===== src/rtl/sram_mem_controller.sv =====
// sram_mem_controller
//   Multi-cycle data-memory controller placed behind the MEM stage. Each
//   32-bit load/store is split into two half-word accesses on a 16-bit
//   asynchronous SRAM: low half first, then high half. Each half is held on
//   the pins for WAIT_CYCLES+1 cycles. While an access is in flight, ready is
//   low so that the hazard logic can freeze the pipeline.
//
//   Optional build macro: SRAM_RDBUF_EN
//     Adds a one-entry read buffer. A load that hits the buffered word
//     completes without touching the SRAM.
//
// Ports
//   clk, rst          clock, synchronous active-high reset
//   rd_en, wr_en      load / store request (a store wins if both are set)
//   address           CPU byte address (ALU result)
//   write_data        store data (Rm)
//   read_data         registered load result
//   ready             low while a request is pending (pipeline freeze)
//   sram_addr         half-word address
//   sram_dq_out/_oe   write half-word and tristate drive enable
//   sram_dq_in        read half-word from the pad
//   sram_we_n/oe_n/ce_n/ub_n/lb_n   active-low SRAM strobes (registered)
module sram_mem_controller #(
    parameter int unsigned BASE_ADDR   = 1024,
    parameter int unsigned WAIT_CYCLES = 1,
    parameter int unsigned SRAM_ADDR_W = 18
) (
    input  logic                   clk,
    input  logic                   rst,
    input  logic                   rd_en,
    input  logic                   wr_en,
    input  logic [31:0]            address,
    input  logic [31:0]            write_data,
    output logic [31:0]            read_data,
    output logic                   ready,
    output logic [SRAM_ADDR_W-1:0] sram_addr,
    output logic [15:0]            sram_dq_out,
    output logic                   sram_dq_oe,
    input  logic [15:0]            sram_dq_in,
    output logic                   sram_we_n,
    output logic                   sram_oe_n,
    output logic                   sram_ce_n,
    output logic                   sram_ub_n,
    output logic                   sram_lb_n
);

    typedef enum logic [1:0] {IDLE, ACC_LO, ACC_HI, DONE} state_t;

    localparam logic [2:0] WAIT_LAST = 3'(WAIT_CYCLES);

    state_t                 state_q;
    logic [2:0]             cnt_q;
    logic                   op_wr_q;
    logic [SRAM_ADDR_W-1:0] lo_addr_q;
    logic [15:0]            data_hi_q;
    logic [31:0]            read_data_q;
    logic [SRAM_ADDR_W-1:0] sram_addr_q;
    logic [15:0]            dq_out_q;
    logic                   dq_oe_q;
    logic                   we_n_q, oe_n_q, ce_n_q, ub_n_q, lb_n_q;

    // Byte offset from the SRAM window; wraps mod 2^32 and aliases beyond
    // the SRAM size since only the low SRAM_ADDR_W half-word bits survive.
    logic [31:0]            off;
    logic [30:0]            hw_full;
    logic [SRAM_ADDR_W-1:0] lo_addr_d;
    logic                   req;
    logic                   buf_hit;
    logic                   unused_off;

    assign off        = address - 32'(BASE_ADDR);
    assign hw_full    = {off[31:2], 1'b0};
    assign lo_addr_d  = hw_full[SRAM_ADDR_W-1:0];
    assign unused_off = ^{off[1:0], hw_full};
    assign req        = rd_en | wr_en;

`ifdef SRAM_RDBUF_EN
    logic        buf_valid_q;
    logic [29:0] buf_word_q;
    logic [31:0] buf_data_q;
    logic [29:0] word_q;

    assign buf_hit = rd_en && !wr_en && buf_valid_q && (buf_word_q == off[31:2]);
`else
    assign buf_hit = 1'b0;
`endif

    assign ready = !((state_q == ACC_LO) || (state_q == ACC_HI) ||
                     ((state_q == IDLE) && req));

    always_ff @(posedge clk) begin
        if (rst) begin
            state_q     <= IDLE;
            cnt_q       <= '0;
            op_wr_q     <= 1'b0;
            lo_addr_q   <= '0;
            data_hi_q   <= '0;
            read_data_q <= '0;
            sram_addr_q <= '0;
            dq_out_q    <= '0;
            dq_oe_q     <= 1'b0;
            we_n_q      <= 1'b1;
            oe_n_q      <= 1'b1;
            ce_n_q      <= 1'b1;
            ub_n_q      <= 1'b1;
            lb_n_q      <= 1'b1;
`ifdef SRAM_RDBUF_EN
            buf_valid_q <= 1'b0;
            buf_word_q  <= '0;
            buf_data_q  <= '0;
            word_q      <= '0;
`endif
        end else begin
            case (state_q)
                IDLE: begin
                    if (req) begin
                        op_wr_q   <= wr_en;
                        lo_addr_q <= lo_addr_d;
                        data_hi_q <= write_data[31:16];
                        cnt_q     <= '0;
`ifdef SRAM_RDBUF_EN
                        word_q <= off[31:2];
                        if (wr_en && (buf_word_q == off[31:2]))
                            buf_valid_q <= 1'b0;
`endif
                        if (buf_hit) begin
`ifdef SRAM_RDBUF_EN
                            read_data_q <= buf_data_q;
`endif
                            state_q <= DONE;
                        end else begin
                            // Pins are registered, so the low-half drive is
                            // loaded here to be valid throughout ACC_LO.
                            state_q     <= ACC_LO;
                            sram_addr_q <= lo_addr_d;
                            ce_n_q      <= 1'b0;
                            ub_n_q      <= 1'b0;
                            lb_n_q      <= 1'b0;
                            we_n_q      <= !wr_en;
                            oe_n_q      <= wr_en;
                            dq_oe_q     <= wr_en;
                            if (wr_en)
                                dq_out_q <= write_data[15:0];
                        end
                    end
                end
                ACC_LO: begin
                    if (cnt_q == WAIT_LAST) begin
                        cnt_q       <= '0;
                        state_q     <= ACC_HI;
                        sram_addr_q <= lo_addr_q | SRAM_ADDR_W'(1);
                        if (op_wr_q)
                            dq_out_q <= data_hi_q;
                        else
                            read_data_q[15:0] <= sram_dq_in;
                    end else begin
                        cnt_q <= cnt_q + 3'd1;
                    end
                end
                ACC_HI: begin
                    if (cnt_q == WAIT_LAST) begin
                        cnt_q   <= '0;
                        state_q <= DONE;
                        ce_n_q  <= 1'b1;
                        ub_n_q  <= 1'b1;
                        lb_n_q  <= 1'b1;
                        we_n_q  <= 1'b1;
                        oe_n_q  <= 1'b1;
                        dq_oe_q <= 1'b0;
                        if (!op_wr_q) begin
                            read_data_q[31:16] <= sram_dq_in;
`ifdef SRAM_RDBUF_EN
                            buf_valid_q <= 1'b1;
                            buf_word_q  <= word_q;
                            buf_data_q  <= {sram_dq_in, read_data_q[15:0]};
`endif
                        end
                    end else begin
                        cnt_q <= cnt_q + 3'd1;
                    end
                end
                DONE:    state_q <= IDLE;
                default: state_q <= IDLE;
            endcase
        end
    end

    assign read_data   = read_data_q;
    assign sram_addr   = sram_addr_q;
    assign sram_dq_out = dq_out_q;
    assign sram_dq_oe  = dq_oe_q;
    assign sram_we_n   = we_n_q;
    assign sram_oe_n   = oe_n_q;
    assign sram_ce_n   = ce_n_q;
    assign sram_ub_n   = ub_n_q;
    assign sram_lb_n   = lb_n_q;

endmodule


===== config.mk =====
export PLATFORM = sky130hd
export DESIGN_NAME = sram_mem_controller
export DESIGN_NICKNAME = d
export VERILOG_FILES = /design/src/rtl/sram_mem_controller.sv
export SDC_FILE = /design/constraint.sdc
export NUM_CORES = 1
export LEC_CHECK = 0
export BUFFER_PORTS_ARGS = -buffer_cell sky130_fd_sc_hd__buf_2
export CORE_MARGIN = 10
export CORE_UTILIZATION = 45
export CTS_CLUSTER_DIAMETER = 40
export DETAILED_ROUTE_END_ITERATION = 7
export PLACE_DENSITY = 0.69
export REMOVE_ABC_BUFFERS = 1
export SYNTH_ARGS = -nofsm -noshare
export SYNTH_HDL_FRONTEND = slang
export SYNTH_SLANG_ARGS = --single-unit
export TNS_END_PERCENT = 10

===== constraint.sdc =====
create_clock -name clk -period 3.8 [get_ports clk]
set_input_delay 0 -clock clk [delete_from_list [all_inputs] [get_ports clk]]
set_output_delay 0 -clock clk [all_outputs]
set_load 0.005 [all_outputs]

==> summary.txt <==
Synthesis
  • Synth Warn #: 0
  • Cell area after synthesis: 4460 µm²
  • Post-synth EDFFs: 0
  • Register bit count reported by yosys: 109
  • Register area share after synthesis: 0.490
  • Post-Syn Instances: 530
  • FFs w/ async S/R, synth: 0
  • Synth unique cells: 51
  • Syn Area/Cell: 8.41 µm²
  • Main synth FF type: dfxtp_1

STA
  • Final Skew: 0.0140 ns
  • RSZ-0062 raised after global routing: no
  • Worst slew pin tran: 1.05 ns
  • Max Slew Vio Count: 0
  • Post-layout min period: 2.75 ns
  • Slew Limit Headroom: 0.297
  • Fin. Hold Viols: 0
  • Final worst path period share: 0.722
  • Fmax: 0.364 GHz
  • Final setup fails: 0
  • Final WS setup: 1.05 ns

Clock network
  • Num CTS Buffers: 9
  • Clock Tree Root: clkbuf_8
  • H-tree depth: 3
  • Clk slew on worst S/H paths: 0.10 ns
  • CTS tree: done
  • Clk_lat worst skew: 0.37 ns
  • Sink Count: 109
  • CTS max path bufs: 2

GRT
  • Initial antenna violation count: 1
  • Vias in the first global route: 4287
  • GRT Util Overall: 0.180
  • First-pass GRT wire length: 21300 µm
  • Largest net degree at the start of global routing: 85
  • Aggregate global routing overflow: 0

Critical path
  • Worst path arrival time: 3.05 ns
  • Crit start category: flip-flop
  • Setup CP Type: flip-flop to flip-flop
  • Highest net fanout along the worst path: 18
  • CP endpoint kind: flip-flop
  • Worst Path Required: 4.10 ns

Die
  • I/O pin count: 157
  • Die W: 120 µm
  • Starting Density: 0.458
  • Row count: 36
  • Core area: 9730 µm²
  • DIE AREA: 14300 µm²
  • Die height: 120 µm

Run
  • Max Cap Viol: 0

Routing
  • Final WL: 13100 µm
  • Vias per cell: 5.10
  • DR pass1 iterations: 5
  • Routed wire per std cell: 15.5 µm
  • Via count: 4317
  • Antenna viol nets, final: 0
  • Iter 0 DRT Violations: 232
  • # DRC: 0

Final layout
  • Fin cells: 846
  • Fill count: 873
  • Fraction of layout cells with a size suffix above 1: 0.236
  • Design area: 5990 µm²
  • # nets final: 796
  • P&R area growth vs syn: 34.5%

Placement
  • HPWL after DPL: 8690 µm
  • DP Area: 5200 µm²
  • Placed cells: 768
  • RePlAce Congestion: 0.757
  • Setup WS pre-CTS: 1.06 ns
  • # port buffers: 141

Status
  • Status: complete, no violations

Power
  • Leak pwr: 2.56 nW
  • VDD IR max: 359 µV
  • Pwr dens: 662 nW/µm²

Min path
  • Hold Path Class: input port to flip-flop
==> final cells by class <==
cell class | count | area (µm²) | area share
Sequential cell | 109 | 2180 | 0.364
Multi-Input combinational cell | 373 | 2080 | 0.348
Timing Repair Buffer | 207 | 1350 | 0.226
Tap cell | 133 | 166 | 0.0278
Clock buffer | 11 | 151 | 0.0253
Inverter | 7 | 26.3 | 0.00439
Clock inverter | 4 | 23.8 | 0.00397
Antenna cell | 2 | 5.00 | 0.000835
==> flip-flops by register name, indices dropped and copies added (netlist names) <==
register	count
op_wr_q	1
lo_addr_q	17
data_hi_q	16
sram_addr	18
sram_oe_n	1
cnt_q	3
sram_dq_oe	1
sram_lb_n	1
sram_dq_out	16
sram_we_n	1
read_data	32
state_q	2
==> what timing repair did <==
item                                   4_1_cts  5_1_grt
endpoints found under the hold margin       85        0
setup buffers                                0        0
resized for setup                            0        0
hold buffers                                61        0
==> cell usage in the layout, fill, tap and decap left out, types with 6 or more instances in the layout <==
| master | instances |
|---|---|
| nand2_1 | 130 |
| clkbuf_8 | 11 |
| a21oi_1 | 66 |
| o21ai_0 | 10 |
| mux2i_1 | 28 |
| buf_2 | 141 |
| dfxtp_1 | 109 |
| a211oi_1 | 30 |
| nor3_1 | 7 |
| inv_1 | 6 |
| dlygate4sd3_1 | 61 |
| nor2_1 | 46 |
==> metrics by stage <==
stage | power (mW) | hold WS, ns | TNS, ns | util
after floorplan | 2.67 | 0.0691 | -5.72 | -
after global placement | 3.23 | 0.226 | 0 | 0.534
after detailed placement | 3.29 | 0.233 | 0 | 0.534
after CTS | 3.99 | 0.000866 | 0 | 0.615
after global routing | 4.28 | 0.0138 | 0 | 0.615
final | 3.96 | 0.0127 | 0 | 0.616
==> path summary, 6_finish.rpt <==
kind / end / from / slack, ns / cells past startpoint
setup / recovery: read_data[13]$_SDFFE_PP0P_ / state_q[1]$_SDFFE_PP0P_ / 1.05 / 6
hold / removal: sram_dq_out[4]$_SDFFE_PP0P_ / write_data[4] / 0.01 / 3
setup reg to reg: read_data[13]$_SDFFE_PP0P_ / state_q[1]$_SDFFE_PP0P_ / 1.05 / 6
hold reg to reg: read_data[12]$_SDFFE_PP0P_ / read_data[12]$_SDFFE_PP0P_ / 0.46 / 2
==> worst max-delay path: stages (launching register included) <==
cell and delay [ns]:
dfxtp_1 0.34, inv_1 0.10, ha_2 0.58, clkinv_1 0.43, nor3_2 0.93, nand2_1 0.14, a21oi_1 0.15
==> cell usage after synthesis (2+ instances only) <==
cell type | number | area, µm²
o221ai_1 | 2 | 17.5
ha_1 | 5 | 62.6
o21a_1 | 2 | 15.0
a211o_1 | 2 | 17.5
nor3b_1 | 2 | 15.0
buf_2 | 9 | 45.0
dfxtp_1 | 109 | 2180
o21ai_0 | 10 | 50.1
buf_1 | 4 | 15.0
a211oi_1 | 31 | 233
nor3_1 | 7 | 35.0
mux2i_1 | 28 | 280
nor2_1 | 46 | 173
nand2_1 | 130 | 488
a21oi_1 | 66 | 330
nand3b_1 | 2 | 15.0
buf_4 | 3 | 22.5
xnor2_1 | 5 | 43.8
nor2b_1 | 2 | 12.5
nand3_1 | 5 | 25.0
inv_1 | 6 | 22.5
or3b_1 | 2 | 17.5
clkbuf_1 | 24 | 90.1
==> power by group <==
| part | switching (mW) | internal (mW) | total [mW] |
|---|---|---|---|
| Sequential | 0.167 | 1.44 | 1.61 |
| Combinational | 1.02 | 0.697 | 1.72 |
| Clock | 0.369 | 0.269 | 0.637 |
==> layer usage <==
layer	share of wire	track usage	vias up	routed length, µm
met2	0.48	0.296	146	6240
met5	0	0	-	0
met3	0.076	0.0652	24	990
li1	-	-	2154	-
met1	0.43	0.210	1993	5590
met4	0.022	0.0664	0	292
==> kinds of logic (layout without fill, tap and decap cells) <==
family | after synthesis | count (layout) | synth area share
flops | 109 | 109 | 0.490
other cells | 0 | 2 | 0
fa+ha+maj | 5 | 5 | 0.0140
xor+xnor | 6 | 6 | 0.0118
buf+inv | 48 | 229 | 0.0472
compound gates | 126 | 126 | 0.177
simple gates | 208 | 208 | 0.197
mux | 28 | 28 | 0.0629
Power figures use the tool's default switching activity.
